### src/rtl/fetch_stage_if.sv
// fetch_stage_if: instruction-memory request/response bus between the fetch
// stage (master) and instruction memory (slave).
//   imem_req   : request valid, address must stay put until imem_ack
//   imem_addr  : word-aligned fetch address
//   imem_ack   : response valid this cycle (may coincide with the req cycle)
//   imem_rdata : instruction word, meaningful only while imem_ack=1
interface fetch_stage_if #(
  parameter int PCWIDTH = 32,
  parameter int IWIDTH  = 32
);
  logic               imem_req;
  logic [PCWIDTH-1:0] imem_addr;
  logic               imem_ack;
  logic [IWIDTH-1:0]  imem_rdata;

  modport master (output imem_req, imem_addr, input imem_ack, imem_rdata);
  modport slave  (input imem_req, imem_addr, output imem_ack, imem_rdata);
endinterface

### src/rtl/fetch_stage.sv
// fetch_stage: MIPS instruction fetch. Holds the PC, fetches over the imem
// req/ack bus, presents one instruction per cycle to decode, absorbs decode
// back-pressure in a one-entry skid buffer and handles redirects, including
// ones arriving while a memory request is still outstanding.
// Ports:
//   f_clk, f_rst            : clock, async active-low reset
//   f_i_stall               : decode cannot accept, hold outputs
//   f_i_redirect/_pc        : branch/jump taken and its target
//   imem (master)           : instruction memory bus
//   f_o_instr/f_o_pc/f_o_ce : instruction, its address, valid
module fetch_stage #(
  parameter int                 PCWIDTH  = 32,
  parameter int                 IWIDTH   = 32,
  parameter logic [PCWIDTH-1:0] RESET_PC = '0
) (
  input  logic               f_clk,
  input  logic               f_rst,
  input  logic               f_i_stall,
  input  logic               f_i_redirect,
  input  logic [PCWIDTH-1:0] f_i_redirect_pc,
  fetch_stage_if.master      imem,
  output logic [IWIDTH-1:0]  f_o_instr,
  output logic [PCWIDTH-1:0] f_o_pc,
  output logic               f_o_ce
);

  typedef enum logic [1:0] {S_IDLE, S_FETCH, S_DISCARD, S_FULL} state_t;

  state_t             r_state, w_nstate;
  logic [PCWIDTH-1:0] r_addr, w_addr;
  logic [PCWIDTH-1:0] r_tgt, w_tgt_n;
  logic [IWIDTH-1:0]  r_skid_instr, w_skid_instr;
  logic [PCWIDTH-1:0] r_skid_pc, w_skid_pc;
  logic [IWIDTH-1:0]  r_instr, w_instr;
  logic [PCWIDTH-1:0] r_pc, w_pc;
  logic               r_ce, w_ce;
  logic               r_req, w_req;
  logic               w_ack;
  logic [PCWIDTH-1:0] w_tgt;
  logic [PCWIDTH-1:0] w_addr_inc;

  // ack only means something while a request is actually out
  assign w_ack      = imem.imem_ack & r_req;
  assign w_tgt      = f_i_redirect_pc & ~PCWIDTH'(3);
  assign w_addr_inc = r_addr + PCWIDTH'(4);

  // state register
  always_ff @(posedge f_clk or negedge f_rst) begin
    if (!f_rst) r_state <= S_IDLE;
    else        r_state <= w_nstate;
  end

  // next state
  always_comb begin
    w_nstate = r_state;
    case (r_state)
      S_IDLE:    w_nstate = S_FETCH;
      S_FETCH: begin
        if (f_i_redirect)          w_nstate = w_ack ? S_FETCH : S_DISCARD;
        else if (w_ack && f_i_stall) w_nstate = S_FULL;
      end
      S_DISCARD: if (w_ack) w_nstate = S_FETCH;
      S_FULL:    if (f_i_redirect || !f_i_stall) w_nstate = S_FETCH;
      default:   w_nstate = S_IDLE;
    endcase
  end

  // datapath / outputs (registered)
  always_comb begin
    w_addr       = r_addr;
    w_tgt_n      = r_tgt;
    w_skid_instr = r_skid_instr;
    w_skid_pc    = r_skid_pc;
    w_instr      = r_instr;
    w_pc         = r_pc;
    w_ce         = r_ce;
    w_req        = (w_nstate == S_FETCH) || (w_nstate == S_DISCARD);
    case (r_state)
      S_FETCH: begin
        if (f_i_redirect) begin
          w_ce = 1'b0;
          // without ack the old request must finish first; park the target
          if (w_ack) w_addr  = w_tgt;
          else       w_tgt_n = w_tgt;
        end else if (w_ack) begin
          w_addr = w_addr_inc;
          if (!f_i_stall) begin
            w_instr = imem.imem_rdata;
            w_pc    = r_addr;
            w_ce    = 1'b1;
          end else begin
            w_skid_instr = imem.imem_rdata;
            w_skid_pc    = r_addr;
          end
        end else if (!f_i_stall) begin
          w_ce = 1'b0;
        end
      end
      S_DISCARD: begin
        w_ce = 1'b0;
        if (f_i_redirect) w_tgt_n = w_tgt;
        if (w_ack)        w_addr  = f_i_redirect ? w_tgt : r_tgt;
      end
      S_FULL: begin
        if (f_i_redirect) begin
          w_ce   = 1'b0;
          w_addr = w_tgt;
        end else if (!f_i_stall) begin
          w_instr = r_skid_instr;
          w_pc    = r_skid_pc;
          w_ce    = 1'b1;
        end
      end
      default: ;
    endcase
  end

  always_ff @(posedge f_clk or negedge f_rst) begin
    if (!f_rst) begin
      r_addr       <= RESET_PC;
      r_tgt        <= '0;
      r_skid_instr <= '0;
      r_skid_pc    <= '0;
      r_instr      <= '0;
      r_pc         <= '0;
      r_ce         <= 1'b0;
      r_req        <= 1'b0;
    end else begin
      r_addr       <= w_addr;
      r_tgt        <= w_tgt_n;
      r_skid_instr <= w_skid_instr;
      r_skid_pc    <= w_skid_pc;
      r_instr      <= w_instr;
      r_pc         <= w_pc;
      r_ce         <= w_ce;
      r_req        <= w_req;
    end
  end

  assign imem.imem_req  = r_req;
  assign imem.imem_addr = r_addr;
  assign f_o_instr      = r_instr;
  assign f_o_pc         = r_pc;
  assign f_o_ce         = r_ce;

endmodule

### src/flat_wrapper.sv
// flat-port wrapper written by rule: the top's interface ports become plain ports
module fetch_stage_flat 
#(
  parameter int                 PCWIDTH  = 32,
  parameter int                 IWIDTH   = 32,
  parameter logic [PCWIDTH-1:0] RESET_PC = '0
)
  (f_clk, f_rst, f_i_stall, f_i_redirect, f_i_redirect_pc, f_o_instr, f_o_pc, f_o_ce, imem_imem_req, imem_imem_addr, imem_imem_ack, imem_imem_rdata);
  fetch_stage_if #(.PCWIDTH(PCWIDTH), .IWIDTH(IWIDTH)) imem_i ();
  input  logic f_clk;
  input  logic f_rst;
  input  logic f_i_stall;
  input  logic f_i_redirect;
  input  logic [PCWIDTH-1:0] f_i_redirect_pc;
  output logic [IWIDTH-1:0] f_o_instr;
  output logic [PCWIDTH-1:0] f_o_pc;
  output logic f_o_ce;
  output wire logic [$bits(imem_i.imem_req)-1:0] imem_imem_req;
  output wire logic [$bits(imem_i.imem_addr)-1:0] imem_imem_addr;
  input wire logic [$bits(imem_i.imem_ack)-1:0] imem_imem_ack;
  input wire logic [$bits(imem_i.imem_rdata)-1:0] imem_imem_rdata;
  assign imem_imem_req = imem_i.imem_req;
  assign imem_imem_addr = imem_i.imem_addr;
  assign imem_i.imem_ack = imem_imem_ack;
  assign imem_i.imem_rdata = imem_imem_rdata;
  fetch_stage #(.PCWIDTH(PCWIDTH), .IWIDTH(IWIDTH), .RESET_PC(RESET_PC)) u_core (.f_clk(f_clk), .f_rst(f_rst), .f_i_stall(f_i_stall), .f_i_redirect(f_i_redirect), .f_i_redirect_pc(f_i_redirect_pc), .imem(imem_i), .f_o_instr(f_o_instr), .f_o_pc(f_o_pc), .f_o_ce(f_o_ce));
endmodule
### config.mk
export PLATFORM = sky130hd
export DESIGN_NAME = fetch_stage_flat
export DESIGN_NICKNAME = d
export VERILOG_FILES = /design/src/rtl/fetch_stage_if.sv /design/src/rtl/fetch_stage.sv /design/src/flat_wrapper.sv
export SDC_FILE = /design/constraint.sdc
export NUM_CORES = 1
export LEC_CHECK = 0
export ABC_AREA = 0
export CAP_MARGIN = 20
export CELL_PAD_IN_SITES_DETAIL_PLACEMENT = 1
export CELL_PAD_IN_SITES_GLOBAL_PLACEMENT = 1
export CORE_MARGIN = 2
export CORE_UTILIZATION = 43
export CTS_BUF_LIST = sky130_fd_sc_hd__clkbuf_4
export DETAILED_ROUTE_END_ITERATION = 7
export PLACE_DENSITY = 0.89
export SLEW_MARGIN = 20
export SYNTH_ARGS = -nofsm -noshare
export SYNTH_HDL_FRONTEND = slang
export SYNTH_SLANG_ARGS = --single-unit
### constraint.sdc
create_clock -name f_clk -period 2.3 [get_ports f_clk]
set_clock_uncertainty 0.05 [all_clocks]
set_input_delay 0.345 -clock f_clk [delete_from_list [all_inputs] [get_ports f_clk]]
set_output_delay 0.345 -clock f_clk [all_outputs]
set_load 0.03 [all_outputs]
# --- Yosys cells after proc, flatten, opt, wreduce, memory -nomap -nowiden ---
# Index checks and enable logic that the tools add are counted.
totals:
  latchBits: 0
  memories: 0
  regBits: 196
  wordCells: 74
  rom_bits: 0
  mem_bits_rw: 0
  in_bits: 69
  output_inout_bits: 98
op_classes:
  add_sub_neg: 1
  n_bitwise: 2
  div_mod_pow: 0
  n_eq_ne: 15
  n_reduce_logical: 13
  n_lt_le_gt_ge: 0
  shifts: 0
  muxes: 34
  mul: 0
ops:
  columns: ["cell", "count"]
  rows:
  - ["2-to-1 mux 32 bit", 18]
  - ["case mux 32 bit (2 select lines)", 3]
  - ["case mux 32 bit (3 select lines)", 1]
  - ["adder 32 x 3 -> 32 bit (second input constant)", 1]
  - ["inequality test 2 bit (second input constant)", 7]
  - ["2-to-1 mux 2 bit", 5]
  - ["case mux 2 bit (4 select lines)", 1]
  - ["AND reduction 4 bit", 2]
  - ["equality test 2 bit (second input constant)", 3]
  - ["AND reduction 6 bit", 1]
  - ["2-to-1 mux 1 bit", 5]
  - ["equality test 2 x 1 -> 1 bit (second input constant)", 2]
  - ["inequality test 2 x 1 -> 1 bit (second input constant)", 2]
  - ["inequality test 4 x 3 -> 1 bit (second input constant)", 1]
  - ["nonzero test 2 bit", 2]
  - ["case mux 1 bit (3 select lines)", 1]
  - ["AND reduction 3 bit", 1]
  - ["nonzero test 3 bit", 1]
  - ["logical NOT 2 bit", 1]
  - ["logical OR 1 bit", 2]
  - ["AND reduction 2 bit", 1]
  - ["bitwise AND 1 bit", 1]
  - ["logical AND 1 bit", 1]
  - ["logical NOT 1 bit", 1]
  - ["inverter 1 bit", 1]

# --- Depth between registers and ports, before layout ---
# Gate-level depths: netlist (run 1).
depth:
  depth_word: 7
  mapped_depth: 9
  mapped_depth_nobuf: 6

# --- Least setup slack after synthesis (run 1) ---
# No wires, ideal clock.
synth_timing:
  kind: "reg-to-reg"
  startpoint: "reg u_core.r_addr[10] (netlist: u_core.imem.imem_addr[10])"
  endpoint: "reg u_core.r_addr[28] (netlist: u_core.imem.imem_addr[28])"
  setup_time_ns: 0.123
  n_path_buf: 1
  path_stages_with_launch: 7
  synth_period_minus_slack_ns: 2.155
  slack_ns: 0.145
  arrival_ns: 1.982
  path_cell_list: "dfrtp_1 > buf_2 > nand3_2 > nor4_4 > or4b_1 > xnor2_1 > o221a_2"
synth_via:
  elab_chain_cells: 4
synth_rtl:
  columns: ["item", "line_no", "text"]
  rows:
  - ["from (decl)", "fetch_stage.sv:30", "logic [PCWIDTH-1:0] r_addr, w_addr;"]
  - ["from (signal assigned)", "fetch_stage.sv:129", "r_addr <= w_addr;"]
  - ["adder 32 x 3 -> 32 bit", "fetch_stage.sv:45", "assign w_addr_inc = r_addr + PCWIDTH'(4);"]
  - ["2-to-1 mux 32 bit", "fetch_stage.sv:85", "end else if (w_ack) begin"]
  - ["2-to-1 mux 32 bit", "fetch_stage.sv:80", "if (f_i_redirect) begin"]
  - ["case mux 32 bit (3 select lines)", "fetch_stage.sv:78", "case (r_state)"]
# Every way passes these cells. The select of a mux whose other input is x is not followed.
# A chain may end at the register's enable or synchronous reset.

# --- Worst setup path in the final report (run 1) ---
layout_timing:
  startpoint: "reg u_core.r_addr[2] (netlist: u_core.imem.imem_addr[2])"
  endpoint: "out imem_imem_addr[2]"
layout_lines:
  columns: ["item", "line_no", "text"]
  rows:
  - ["to (decl)", "flat_wrapper.sv:19", "output wire logic [$bits(imem_i.imem_addr)-1:0] imem_imem_addr;"]
# No word-level cell between the ends.

==> flow_metrics.py, run 1 <==
metrics = {
    "status": {
        "status": "completed",
    },
    "critical_path": {
        "arrival_ns": 1.84,
        "crit_start": "u_core.imem.imem_addr[2]",
        "path_buf_inv": 2,
        "slowest_stage": "clkdlybuf4s50_1",
        "r2r_end": "u_core.imem.imem_addr[28]",
        "rrSetupSlack_ns": 0.11,
        "crit_chain": "buf_4, clkdlybuf4s50_1",
        "reg2reg_from": "u_core.imem.imem_addr[3]",
        "critPathRequiredTime_ns": 1.90,
        "crit_end": "imem_imem_addr[2]",
        "cp.depth": 2,
        "ff2ff_path_depth": 6,
        "startpoint_type": "register",
        "end_kind": "primary output",
        "critPathKind": "register to primary output",
        "critical_path.max_fanout": 8,
        "critPathMaxStageDelay_ns": 0.68,
        "critPathTopFamily": "buffers and inverters",
    },
    "synth": {
        "synth_ff_type": "dfrtp_1",
        "yosys.cell_count.top_type": "dfrtp_1",
        "synth_edf_count": 0,
        "synth_area_um2": 9260,
        "yosysTopAreaCellShare_pct": 53.0,
        "synth-seq-area-share_pct": 53.0,
        "async_flop_share_pct": 100,
        "yosysTopAreaCell": "dfrtp_1",
        "ys_top_cells_by_count": "196 x dfrtp_1, 108 x nand2_1, 88 x o21ai_0",
        "ys_warn_count": 0,
        "synth_cell_type_count": 59,
        "syn_avg_cell_area_um2": 11.0,
        "ys_top_cells_by_area": "dfrtp_1 53%, mux2_2 11%, mux2i_1 7.4%, o21ai_0 4.8%, nand2_1 4.4%",
        "ys_ff_latch": 196,
        "synth_fp_nets": 912,
        "syn_inst": 842,
    },
    "power_and_ir_drop": {
        "power_density_nw_per_um2": 1410,
        "ir_drop_uv": 712,
        "p_leak_uw": 0.00548,
    },
    "die": {
        "die_w_um": 151,
        "ios": 167,
        "die_area_um2": 22700,
        "core_area_um2": 21100,
        "num_rows": 53,
        "die_y_um": 151,
        "start_util_pct": 43.9,
    },
    "clock_network": {
        "cts_tree": "yes",
        "cts_buffers": 17,
        "htreeDepth": 4,
        "root_buffer": "clkbuf_4",
        "clkTransAtPathRegs_ns": 0.16,
        "cts_buffer_depth": 2,
        "clock_latency_ns": 0.59,
        "cts.sinks": 196,
    },
    "hold_path": {
        "hold_path.class": "primary input to async pin",
    },
    "timing": {
        "fin_crit_sh_pct": 97.3,
        "timing.fmax_mhz": 447,
        "worst_pin_slew_ns": 0.524,
        "rsz0062_at_grt": "false",
        "min_period_ns": 2.24,
        "slew_headroom_pct": 65.1,
        "setup_viol": 0,
        "maxSlewViolCount": 0,
        "hold_slack_ns": 0.217,
        "hold_viol_final": 0,
    },
    "layout": {
        "final_nets": 1109,
        "syn2layout_area_growth_pct": 29.4,
        "finish.utilization_pct": 56.8,
        "drive_gt1_share_pct": 19.9,
        "n_antenna_cell": 0,
    },
    "route": {
        "vias": 7609,
        "detail-route-antenna-nets": 0,
        "routed_wl_mm": 27.6,
        "vias_per_cell": 5.73,
        "drc_errors": 0,
        "drt_iter0_drc": 391,
        "first_pass_iters": 4,
        "routedWlPerCell_um": 20.8,
    },
    "placement": {
        "port_buffers": 164,
        "dp_hpwl_mm": 20.1,
        "gp_congestion": 0.887,
    },
    "grt": {
        "grt_overflow": 0,
        "grt_start_max_net_pins": 98,
        "grt_antenna_before_repair": 0,
        "grtUsageTotal_pct": 25.0,
        "grt_pass1_vias": 8270,
        "grt_pass1_wl_mm": 44.2,
    },
    "job": {
        "maxCapViolations": 0,
    },
}
==> worst register-to-register path, stage by stage, from the launching register on <==
cell and delay, ns:
dfrtp_1 0.39, ha_1 0.23, nand4_1 0.22, buf_4 0.22, or4b_1 0.58, xnor2_1 0.16, o221a_2 0.23
==> final cells by class <==
type | count | area, µm²
tap | 275 | 344
multi-input combinational | 578 | 4080
clock inverter | 12 | 106
clock buffer | 20 | 150
sequential | 196 | 4900
inverter | 7 | 26.3
fill | 2246 | 9110
timing repair buffer | 239 | 2360
==> state kept, by name (all words and copies together) (netlist names) <==
name,flops
u_core.f_o_ce,1
u_core.f_o_instr,32
u_core.f_o_pc,32
u_core.imem.imem_addr,32
u_core.imem.imem_req,1
u_core.r_skid_instr,32
u_core.r_skid_pc,32
u_core.r_state,2
u_core.r_tgt,32
==> worst min path at each step <==
| stage | startpoint | end | slack [ns] | depth (start not counted) |
|---|---|---|---|---|
| after floorplan | f_rst | u_core.f_o_ce | -0.0006 | 0 |
| after global placement | f_rst | u_core.f_o_instr[8] | 0.31 | 1 |
| after detailed placement | f_rst | u_core.f_o_instr[8] | 0.30 | 1 |
| after CTS | f_rst | u_core.f_o_instr[8] | 0.20 | 2 |
| after global routing | f_rst | u_core.f_o_instr[7] | 0.19 | 2 |
| final | f_rst | u_core.f_o_instr[7] | 0.22 | 2 |
==> power breakdown <==
part / switching [µW] / total (µW) / internal (µW)
sequential: 1110 / 6140 / 5020
clock: 1180 / 1760 / 573
combinational: 4990 / 8930 / 3940
total: 7290 / 16800 / 9540
==> layout by cell type (no fill, tap or decap), drive strengths merged, types with 9 or more instances in the layout <==
cell type,Yosys,layout
a21oi,26,26
a22o,17,17
a22oi,10,10
buf,29,74
clkbuf,32,21
clkdlybuf4s50,0,148
dfrtp,196,196
inv,7,9
mux2,89,89
mux2i,68,68
nand2,108,108
nand3,19,19
nand4,13,13
nor2,23,23
o21ai,92,92
o22ai,15,15
==> cell families after synthesis <==
group,after synthesis,share of synthesized area (%)
AND/OR/NAND/NOR,206,10.7
AO/OA/AOI/OAI,206,14.1
flip-flops,196,53.0
buffers and inverters,68,3.08
multiplexers,157,18.2
XOR/XNOR,8,0.757
adder cells (fa/ha/maj),1,0.135
==> repair_timing <==
item                                    CTS  global route
cloned                                    0             0
hold buffers                              1             0
endpoints found under the hold margin    51             0
endpoints found under the setup margin    7            10
pin swaps                                 0             1
gates resized for setup                   7             9
setup buffers                             0             1
==> through the flow <==
| stage | setup TNS (ns) | setup WS [ns] | cells | area [µm²] | power (µW) |
|---|---|---|---|---|---|
| final | 0 | 0.0623 | 1327 | 12000 | 16800 |
| after global placement | 0 | 0.0317 | 1293 | 11700 | 14600 |
| after floorplan | 0 | 0.145 | 842 | 9260 | 11200 |
| after global routing | 0 | 0.000910 | 1327 | 12000 | 17800 |
| after CTS | 0 | 0.00477 | 1326 | 11900 | 16900 |
| after detailed placement | -2.87 | -0.0773 | 1293 | 11700 | 15100 |
==> routing by layer <==
metal  GRT usage, %  wire, µm  vias up
met5              0         0        -
met4           5.65       333        0
met3           4.48      1390       35
met2           43.8     13800      250
met1           32.4     12100     3882
li1               -         -     3442
Power figures use the tool's default switching activity.
==> inputs of run 2 (changes only) <==
Settings changed: REMOVE_ABC_BUFFERS set to 1.
==> flow_metrics.py, run 2 (synthesis results as in run 1) <==
metrics = {
    "status": {
        "status": "completed",
    },
    "layout": {
        "postLayoutCellArea_um2": 12000,
        "final_nets": 1113,
        "drive_gt1_share_pct": 20.3,
        "finish.utilization_pct": 57.0,
        "final_common_cell": "dfrtp_1",
        "fin_cells": 1332,
        "syn2layout_area_growth_pct": 30.0,
        "final_cell_mix": "195 x dfrtp_1, 148 x clkdlybuf4s50_1, 107 x nand2_1, 88 x o21ai_0, 87 x mux2_2",
    },
    "critical_path": {
        "end_kind": "primary output",
        "arrival_ns": 1.84,
        "critPathRequiredTime_ns": 1.90,
        "critPathMaxStageDelay_ns": 0.76,
        "slowest_stage": "clkdlybuf4s50_1",
        "critPathTopFamily": "buffers and inverters",
        "critPathKind": "register to primary output",
        "crit_chain": "clkdlybuf4s50_1",
        "startpoint_type": "register",
        "path_buf_inv": 1,
        "critical_path.max_fanout": 6,
        "rrSetupSlack_ns": 0.12,
    },
    "timing": {
        "slew_headroom_pct": 65.2,
        "maxSlewViolCount": 0,
        "min_period_ns": 2.24,
        "setup_viol": 0,
        "hold_viol_final": 0,
        "worst_pin_slew_ns": 0.517,
        "fin_crit_sh_pct": 97.4,
        "timing.fmax_mhz": 446,
    },
    "route": {
        "drt_iter0_drc": 336,
        "routed_wl_mm": 27.1,
        "first_pass_iters": 5,
        "routedWlPerCell_um": 20.3,
        "vias": 7555,
        "detail-route-antenna-nets": 0,
        "drc_errors": 0,
        "vias_per_cell": 5.67,
    },
    "die": {
        "ios": 167,
        "start_util_pct": 43.9,
        "die_w_um": 151,
        "die_y_um": 151,
        "num_rows": 53,
        "core_area_um2": 21100,
        "die_area_um2": 22700,
    },
    "power_and_ir_drop": {
        "power_density_nw_per_um2": 1390,
        "p_leak_uw": 0.00552,
        "ir_drop_uv": 581,
    },
    "clock_network": {
        "cts_setup_buffers": 0,
        "cts.sinks": 196,
        "root_buffer": "clkbuf_4",
        "htreeDepth": 4,
        "clock_latency_ns": 0.60,
        "clkTransAtPathRegs_ns": 0.17,
        "cts_buffers": 17,
        "cts_tree": "yes",
        "cts_buffer_depth": 2,
    },
    "placement": {
        "port_buffers": 164,
        "place_area_um2": 11700,
        "gp_congestion": 0.911,
        "dp_hpwl_mm": 19.9,
        "dp_cells": 1298,
    },
    "grt": {
        "grt_pass1_vias": 8073,
        "grt_overflow": 0,
        "grtUsageTotal_pct": 24.4,
        "grt_antenna_before_repair": 1,
        "grt_pass1_wl_mm": 43.0,
        "grt_start_max_net_pins": 70,
    },
    "hold_path": {
        "hold_path.class": "primary input to async pin",
    },
    "job": {
        "maxCapViolations": 0,
    },
}
## run 2: cell type report
class / instances / area [µm²]
Sequential cell: 196 / 4910
Clock inverter: 15 / 148
Multi-Input combinational cell: 578 / 4090
Fill cell: 2248 / 9060
Clock buffer: 17 / 128
Tap cell: 275 / 344
Antenna cell: 1 / 2.50
Timing Repair Buffer: 243 / 2390
Inverter: 7 / 26.3
## run 2: power breakdown
group	switching (µW)	internal [µW]	total, µW
Combinational	4860	3940	8800
Sequential	1060	5020	6080
Clock	1280	563	1840
Total	7200	9530	16700
## run 2: path summary, 6_finish.rpt
kind | startpoint | endpoint | cells after the start
setup / recovery | u_core.imem.imem_addr[30] | imem_imem_addr[30] | 1
hold / removal | f_rst | u_core.f_o_instr[6] | 2
setup reg to reg | u_core.imem.imem_addr[2] | u_core.imem.imem_addr[22] | 8
hold reg to reg | u_core.f_o_instr[19] | u_core.f_o_instr[19] | 2
max in group asynchronous | f_rst | u_core.r_tgt[31] | 3
min in group f_clk | imem_imem_rdata[4] | u_core.r_skid_instr[4] | 2
## run 2: per-stage QoR
stage	power (µW)	setup TNS, ns	hold WS (ns)	setup slack, ns
finish	16700	0	0.177	0.0601
global route	17800	-0.0000104	0.167	-0.0000104
CTS	16800	0	0.166	0.00208
detailed placement	15000	-0.747	0.279	-0.118
global placement	14600	0	0.276	0.0261
floorplan	11200	-170.34	-0.000591	-1.15
## run 2: layer usage
metal / vias up / global-route usage [%] / wire length (µm)
met5: - / 0 / 0
met4: 0 / 8.27 / 581
met3: 48 / 3.61 / 1380
met2: 237 / 42.8 / 13500
met1: 3803 / 31.0 / 11600
li1: 3467 / - / -
## run 2: what timing repair did
| action | 4_1_cts | 5_1_grt |
|---|---|---|
| endpoints found under the hold margin | 66 | 0 |
| setup endpoints to repair | 4 | 19 |
| hold buffers | 1 | 0 |
| gates resized for setup | 4 | 12 |
| pin swaps | 0 | 0 |
==> inputs of run 3 (changes only) <==
Settings changed: CORE_UTILIZATION 43 to 52, DONT_BUFFER_PORTS set to 1, PLACE_DENSITY 0.89 to 0.88, RECOVER_POWER set to 50.
==> flow_metrics.py, run 3 (synthesis results as in run 1) <==
metrics = {
    "critical_path": {
        "path_buf_inv": 1,
        "startpoint_type": "register",
        "critPathKind": "register to register",
        "r2r_end": "u_core.imem.imem_addr[5]",
        "cp.depth": 5,
        "rrSetupSlack_ns": 0.08,
        "crit_end": "u_core.imem.imem_addr[5]",
        "ff2ff_path_depth": 5,
        "slowest_stage": "dfrtp_1",
        "crit_start": "u_core.r_state[0]",
        "end_kind": "register",
        "reg2reg_from": "u_core.r_state[0]",
        "crit_chain": "nor2b_1, a32oi_2, buf_4, a21oi_1, o22a_1",
        "critPathTopFamily": "compound AO/OA/AOI/OAI gates",
        "critical_path.max_fanout": 14,
        "critPathMaxStageDelay_ns": 0.71,
        "arrival_ns": 2.66,
        "critPathRequiredTime_ns": 2.74,
    },
    "route": {
        "drc_errors": 0,
        "vias_per_cell": 6.29,
        "detail-route-antenna-nets": 0,
        "drt_iter0_drc": 352,
        "routed_wl_mm": 28.0,
        "first_pass_iters": 5,
        "routedWlPerCell_um": 24.1,
        "vias": 7312,
    },
    "timing": {
        "worst_pin_slew_ns": 0.696,
        "setup_viol": 0,
        "rsz0062_at_grt": "true",
        "timing.fmax_mhz": 451,
        "maxSlewViolCount": 0,
        "hold_viol_final": 196,
        "fin_crit_sh_pct": 96.4,
        "min_period_ns": 2.22,
        "hold_slack_ns": -0.622,
        "slew_headroom_pct": 53.6,
    },
    "layout": {
        "syn2layout_area_growth_pct": 16.7,
        "postLayoutCellArea_um2": 10800,
        "final_cell_mix": "196 x dfrtp_1, 107 x nand2_1, 88 x o21ai_0, 87 x mux2_2, 68 x mux2i_1",
        "final_nets": 994,
        "final_common_cell": "dfrtp_1",
        "fillers": 1806,
        "drive_gt1_share_pct": 20.6,
    },
    "clock_network": {
        "cts.sinks": 196,
        "clkTransAtPathRegs_ns": 0.15,
        "cts_buffers": 17,
        "cts_buffer_depth": 2,
        "cts_tree": "yes",
        "htreeDepth": 4,
        "root_buffer": "clkbuf_4",
        "cts_hold_buf": 65,
        "cts_setup_buffers": 0,
        "clock_latency_ns": 0.59,
    },
    "power_and_ir_drop": {
        "power.total_uw": 15600,
        "ir_drop_uv": 589,
        "p_leak_uw": 0.00496,
        "power_density_nw_per_um2": 1440,
    },
    "status": {
        "status": "complete, but fails checks",
        "violations": "hold timing",
    },
    "die": {
        "ios": 167,
        "core_area_um2": 17400,
        "num_rows": 48,
        "die_area_um2": 18900,
        "start_util_pct": 53.3,
        "die_w_um": 137,
        "die_y_um": 137,
    },
    "grt": {
        "grt_overflow": 0,
        "grtUsageTotal_pct": 30.4,
        "grt_start_max_net_pins": 197,
        "grt_antenna_before_repair": 1,
        "grt_pass1_vias": 8069,
        "grt_pass1_wl_mm": 43.6,
    },
    "job": {
        "maxCapViolations": 0,
    },
    "placement": {
        "dp_hpwl_mm": 18.2,
        "port_buffers": 0,
        "place_area_um2": 9840,
        "gp_congestion": 0.855,
    },
    "hold_path": {
        "hold_path.class": "primary input to async pin",
    },
}
[run 3: metal layers]
layer	part of all wire, %	GRT usage (%)
met3	7.5	8.20
met5	0	0
met4	1.9	9.62
met1	39	35.3
met2	51	54.5
[run 3: layout make-up]
cell class	count	area, µm²	share of cell area (%)
sequential	196	4900	45.4
antenna	1	2.50	0.0232
clock buffer	18	135	1.25
multi-input combinational	578	4090	37.9
tap	225	282	2.61
clock inverter	13	159	1.47
inverter	7	26.3	0.243
timing repair buffer	124	1190	11.1
[run 3: how the worst min path moves through the flow]
stage | from | end | slack (ns)
2_1_floorplan | f_rst | u_core.f_o_ce | -0.0006
3_3_place_gp | f_rst | u_core.f_o_instr[4] | 0.003
3_5_place_dp | f_rst | u_core.f_o_instr[4] | 0.004
4_1_cts | f_rst | u_core.f_o_instr[3] | -0.68
5_1_grt | f_rst | u_core.f_o_instr[6] | -0.69
6_report | f_rst | u_core.r_skid_instr[6] | -0.62
[run 3: what timing repair did]
| action | CTS | global route |
|---|---|---|
| gates resized for setup | 0 | 2 |
| setup endpoints to repair | 0 | 5 |
| hold endpoints to repair | 317 | 196 |
[run 3: stage by stage]
step / utilization (%) / setup WS (ns) / instances / TNS (ns) / hold WS, ns
2_1_floorplan: - / -1.15 / 781 / -170.34 / -0.000591
4_1_cts: 62.1 / 0.0987 / 1161 / 0 / -0.676
6_report: 62.2 / 0.0831 / 1162 / 0 / -0.622
3_5_place_dp: 56.7 / 0.120 / 1065 / 0 / 0.00360
3_3_place_gp: 56.7 / 0.251 / 1065 / 0 / 0.00349
5_1_grt: 62.2 / -0.00997 / 1162 / -0.0143 / -0.689
[run 3: power by group]
group          switching (µW)  total, µW  internal, µW
sequential               2220       7240          5010
clock                    1170       1930           761
combinational            3670       6380          2710
